File: src/rtl/alarm_controller.sv
// alarm_controller: intruder alarm FSM (disarmed/armed/entry countdown/alarm) disarmed by a keypad passcode.
// Build option WRONG_CODE_LOCKOUT_EN: the third wrong code during the entry countdown raises the alarm at once.
package alarm_controller_pkg;
    typedef enum logic [1:0] {STATE_IDLE, STATE_SET, STATE_TRIGGER, STATE_ALERT} fsm_state_t;
endpackage

module alarm_controller
    import alarm_controller_pkg::*;
#(
    parameter int          CLK_HZ        = 50_000_000,
    parameter int          ENTRY_DELAY_S = 15,
    parameter int          CODE_LEN      = 4,
    parameter logic [31:0] PASSCODE      = 32'h0000_1234
) (
    input  logic       clk,
    input  logic       rst,
    input  logic       arm_btn,
    input  logic       enter_btn,
    input  logic [3:0] digit_in,
    input  logic       sensor,
    output fsm_state_t system_state,
    output int         timer,
    output logic [3:0] current_value,
    output logic [3:0] digit_count
);
    localparam int BW = 4 * CODE_LEN;
    localparam int PW = CLK_HZ > 1 ? $clog2(CLK_HZ) : 1;

    fsm_state_t    state_q, state_d;
    int            timer_q, timer_d;
    logic [3:0]    value_q, value_d, count_q, count_d;
    logic [BW-1:0] buf_q, buf_d;
    logic [PW-1:0] pre_q, pre_d;
    logic          accept, code_full, code_match, tick, expire, strike_out, changed;

    // Keypad entry decode: shift the new digit in and compare once the code is complete
    always_comb begin
        accept     = enter_btn && state_q != STATE_IDLE;
        buf_d      = accept ? BW'({buf_q, digit_in}) : buf_q;
        code_full  = accept && count_q == 4'(CODE_LEN - 1);
        code_match = code_full && buf_d == PASSCODE[BW-1:0];
        tick       = state_q == STATE_TRIGGER && pre_q == PW'(CLK_HZ - 1);
        expire     = tick && timer_q == 1;
    end

`ifdef WRONG_CODE_LOCKOUT_EN
    logic [1:0] strike_q;
    logic       code_miss;

    assign code_miss  = state_q == STATE_TRIGGER && code_full && !code_match;
    assign strike_out = code_miss && strike_q == 2'd2;

    // Wrong-code strikes during the countdown; progress is forgotten whenever the state moves
    always_ff @(posedge clk) begin
        if (rst || state_d != state_q) strike_q <= 2'd0;
        else if (code_miss)            strike_q <= strike_q + 2'd1;
    end
`else
    assign strike_out = 1'b0;
`endif

    // State register
    always_ff @(posedge clk) begin
        if (rst) state_q <= STATE_IDLE;
        else     state_q <= state_d;
    end

    // Next state: a correct code always wins over sensor, expiry and lockout
    always_comb begin
        state_d = state_q;
        case (state_q)
            STATE_IDLE:    state_d = arm_btn ? STATE_SET : STATE_IDLE;
            STATE_SET:     state_d = code_match ? STATE_IDLE : sensor ? STATE_TRIGGER : STATE_SET;
            STATE_TRIGGER: state_d = code_match ? STATE_IDLE : (strike_out || expire) ? STATE_ALERT : STATE_TRIGGER;
            STATE_ALERT:   state_d = code_match ? STATE_IDLE : STATE_ALERT;
            default:       state_d = STATE_IDLE;
        endcase
    end

    // Output/datapath next values: countdown only lives in TRIGGER and restarts on entry
    always_comb begin
        changed = state_d != state_q;
        count_d = (changed || code_full) ? 4'd0 : accept ? count_q + 4'd1 : count_q;
        value_d = accept ? digit_in : value_q;
        pre_d   = (state_d != STATE_TRIGGER || changed || tick) ? '0 : pre_q + 1'b1;
        timer_d = state_d != STATE_TRIGGER ? 0 : changed ? ENTRY_DELAY_S : tick ? timer_q - 1 : timer_q;
    end

    // Datapath registers
    always_ff @(posedge clk) begin
        if (rst) begin
            timer_q <= 0;
            value_q <= 4'd0;
            count_q <= 4'd0;
            buf_q   <= '0;
            pre_q   <= '0;
        end else begin
            timer_q <= timer_d;
            value_q <= value_d;
            count_q <= count_d;
            buf_q   <= buf_d;
            pre_q   <= pre_d;
        end
    end

    assign system_state  = state_q;
    assign timer         = timer_q;
    assign current_value = value_q;
    assign digit_count   = count_q;
endmodule

File: config.mk
export PLATFORM = sky130hd
export DESIGN_NAME = alarm_controller
export DESIGN_NICKNAME = d
export VERILOG_FILES = /design/src/rtl/alarm_controller.sv
export SDC_FILE = /design/constraint.sdc
export NUM_CORES = 1
export LEC_CHECK = 0
export ABC_CLOCK_PERIOD_IN_PS = 4200
export CAP_MARGIN = 5
export CORE_MARGIN = 2
export CORE_UTILIZATION = 40
export CTS_CLUSTER_DIAMETER = 40
export DETAILED_ROUTE_END_ITERATION = 16
export GPL_TIMING_DRIVEN = 0
export PLACE_DENSITY = 0.67
export SYNTH_ARGS = -nofsm -noshare
export SYNTH_HDL_FRONTEND = slang
export SYNTH_SLANG_ARGS = --single-unit
export TNS_END_PERCENT = 5
File: constraint.sdc
create_clock -name clk -period 4.2 [get_ports clk]
set_clock_uncertainty 0.1 [all_clocks]
set_input_delay 0.42 -clock clk [delete_from_list [all_inputs] [get_ports clk]]
set_output_delay 0.42 -clock clk [all_outputs]
set_load 0.02 [all_outputs]
==> run_results.csv <==
group,metric,value,unit
critical_path,worst_setup_path_start_kind,"register",
final_layout,utilization,50.9,%
clocking,clockBufferDepth,2,
timing,relSlewSlack,18.8,%
yosys,syn-instance-count,439,
timing,setup-violations-final,0,
pwr,pwr-share-comb,6.4,%
floorplan,core,9240,um^2
clocking,clock_latency,0.35,ns
critical_path,path_class,"reg -> reg",
worst_hold_path,hold_class,"reg -> reg",
critical_path,path_delay_family,"simple AND/OR/NAND/NOR gates",
floorplan,row_count,35,
floorplan,die_height,102,um
yosys,yosysTopAreaCell,"dfxtp_1",
yosys,synth_edf_count,0,
critical_path,max_stage_delay,0.52,ns
worst_hold_path,whs_path_depth,2,
final_layout,antenna_cells,0,
critical_path,path_max_fanout,10,
clocking,clkSinkCount,80,
global_routing,grt_util_all_layers,17.8,%
floorplan,dieArea,10400,um^2
global_routing,grt_pass1_wl,14700,um
clocking,cts_tree,"yes",
placement,dp.cells,618,
floorplan,io_pins,51,
timing,whs,0.361,ns
yosys,ys_warn_count,0,
final_layout,nFillCells,882,
final_layout,area_growth,23.1,%
global_routing,grt_antenna_before_repair,0,
flow_run,cap_violations,0,
clocking,clk_pin_slew,0.08,ns
pwr,power_leakage,1.56,nW
pwr,p_int,1.14,mW
drt,drt_iter0_drc,147,
yosys,syn-num-nets,452,
timing,report.final.slew_viol_count,0,
drt,ant_nets,0,
clocking,cts_root_buf,"clkbuf_8",
final_layout,design_area,4710,um^2
critical_path,rr_worst_depth,8,
placement,pre_cts_slack,1.41,ns
yosys,synth.most_common_cell,"dfxtp_1",
yosys,synthTopCellsByArea,"dfxtp_1 (42%), xnor2_1 (6.6%), xor2_1 (4.6%)",
final_layout,nNetsFinal,513,
timing,fmax,0.362,GHz
drt,wire_per_inst,13.9,um
yosys,ys_seq_area_share,41.9,%
pwr,power.switching,0.354,mW
placement,portBuffers,50,
timing,setup_tns,0,ns
clocking,htreeDepth,3,
drt,drt_pass1_iterations,5,
yosys,ys_seq_elements,80,
pwr,max-vdd-ir-drop,0.184,mV
pwr,p_sw_share,23.6,%
critical_path,cp.required,4.38,ns
clocking,cts_buffers,9,
yosys,syn-cell-area,3820,um^2
pwr,power_frac_seq,51.9,%
drt,drc_errors,0,
floorplan,initial_core_util,41.4,%
critical_path,crit_cells,8,
pwr,power,1.50,mW
critical_path,crit_path_start,"pre_q[0]",
final_layout,final_cells,634,
timing,setup_ws,1.43,ns
drt,vias,3408,
critical_path,worstPathCellList,"ha_1, and4_1, clkbuf_2, nand4_2, or2_2, clkbuf_1, or4_1, a21oi_1",
placement,place_area,4490,um^2
critical_path,arrival,2.95,ns
timing,worst_slew_pin_slew,1.21,ns
yosys,synth_top_flop_cell,"dfxtp_1",
drt,viasPerCell,5.38,
critical_path,r2r_slack,1.43,ns
yosys,synth-async-reset-ratio,0,%
yosys,synth_top_area_share,41.9,%
critical_path,r2r-end,"timer[30]",
placement,dpl.hpwl,6320,um
timing,fin_crit,2.77,ns
clocking,cts_resized,0,
placement,gp_congestion,0.845,
critical_path,crit_path_end,"timer[30]",
drt,finalWirelength,8790,um
pwr,p_per_area,318,nW/um^2
clocking,hold_buffers,0,
global_routing,grt-ovfl-total,0,
timing,hold_viol,0,
global_routing,grt_max_degree,15,
global_routing,grt_pass1_vias,3145,
clocking,cts_setup_buffers,0,
worst_hold_path,hp-start,"current_value[1]",
critical_path,r2r-start,"pre_q[0]",
critical_path,critPathSlowestCell,"or4_1",
critical_path,critPathCaptureType,"register",
critical_path,cp_num_buf_inv,2,
yosys,synth.distinct_cells,48,
final_layout,drive_gt1_share,8.91,%
timing,final_min_period_over_clock_period,65.8,%
pwr,clockPowerShare,41.7,%
yosys,synth_common_cells,"dfxtp_1 (80), nor2_1 (44), nand2_1 (43)",
outcome,outcome,"complete, no violations",
timing,grt_setup_unrepaired,"false",
floorplan,die_w,102,um
yosys,syn_area_per_cell,8.71,um^2
placed cells by master, fill, tap and decap left out, drive strengths merged, types with 8 or more instances in the layout:
master	Yosys	layout
dfxtp	80	80
nor2	53	53
clkdlybuf4s50	0	50
nand2	43	43
a21oi	30	30
xnor2	29	29
clkbuf	16	25
nor4	24	24
xor2	20	20
nor3	16	16
nand4	16	16
or4	16	16
nand3	13	13
and3	8	8
buf	8	8
flip-flops by register name (all words and copies together) (netlist names):
register / flops
timer: 32
pre_q: 26
buf_q: 12
current_value: 4
digit_count: 4
system_state: 2
worst min-delay path by stage:
stage                             to  slack, ns
floorplan                   pre_q[0]       0.33
global placement            buf_q[8]       0.34
detailed placement          buf_q[8]       0.35
CTS                 current_value[1]       0.37
global route                buf_q[8]       0.37
finish              current_value[1]       0.36
routing by layer:
| layer | GRT usage (%) | part of all wire, % |
|---|---|---|
| met5 | 0 | 0 |
| met4 | 6.24 | 1.4 |
| met3 | 3.45 | 5.8 |
| met2 | 28.6 | 45 |
| met1 | 23.9 | 48 |
power by group through the flow:
stage / clock network, mW / logic, mW / registers [mW]
3_3_place_gp: 0 / 0.0952 / 0.795
2_1_floorplan: 0 / 0.0538 / 0.800
3_5_place_dp: 0 / 0.0957 / 0.795
6_report: 0.625 / 0.0962 / 0.777
4_1_cts: 0.634 / 0.0961 / 0.777
5_1_grt: 0.668 / 0.106 / 0.779
worst register-to-register path, stage by stage, from the launching register on:
cell and delay (ns):
dfxtp_1 0.40, ha_1 0.26, and4_1 0.21, clkbuf_2 0.18, nand4_2 0.28, or2_2 0.38, clkbuf_1 0.22, or4_1 0.52
a21oi_1 0.15
layout make-up:
| type | count | area [um^2] | share of cell area (%) |
|---|---|---|---|
| Tap cell | 129 | 161 | 3.43 |
| Timing Repair Buffer | 50 | 500 | 10.6 |
| Buffer | 24 | 130 | 2.77 |
| Sequential cell | 80 | 1600 | 34.0 |
| Multi-Input combinational cell | 331 | 2080 | 44.1 |
| Clock inverter | 7 | 96.3 | 2.05 |
| Clock buffer | 9 | 124 | 2.63 |
| Inverter | 4 | 15.0 | 0.319 |
logic make-up after synthesis:
| logic type | count (synthesis) | share of synthesized area (%) |
|---|---|---|
| simple gates | 224 | 33.1 |
| flops | 80 | 41.9 |
| compound gates | 53 | 8.44 |
| xor+xnor | 49 | 11.2 |
| buf+inv | 28 | 3.80 |
| fa+ha+maj | 4 | 1.31 |
| mux | 1 | 0.262 |
Power figures use the tool's default switching activity.
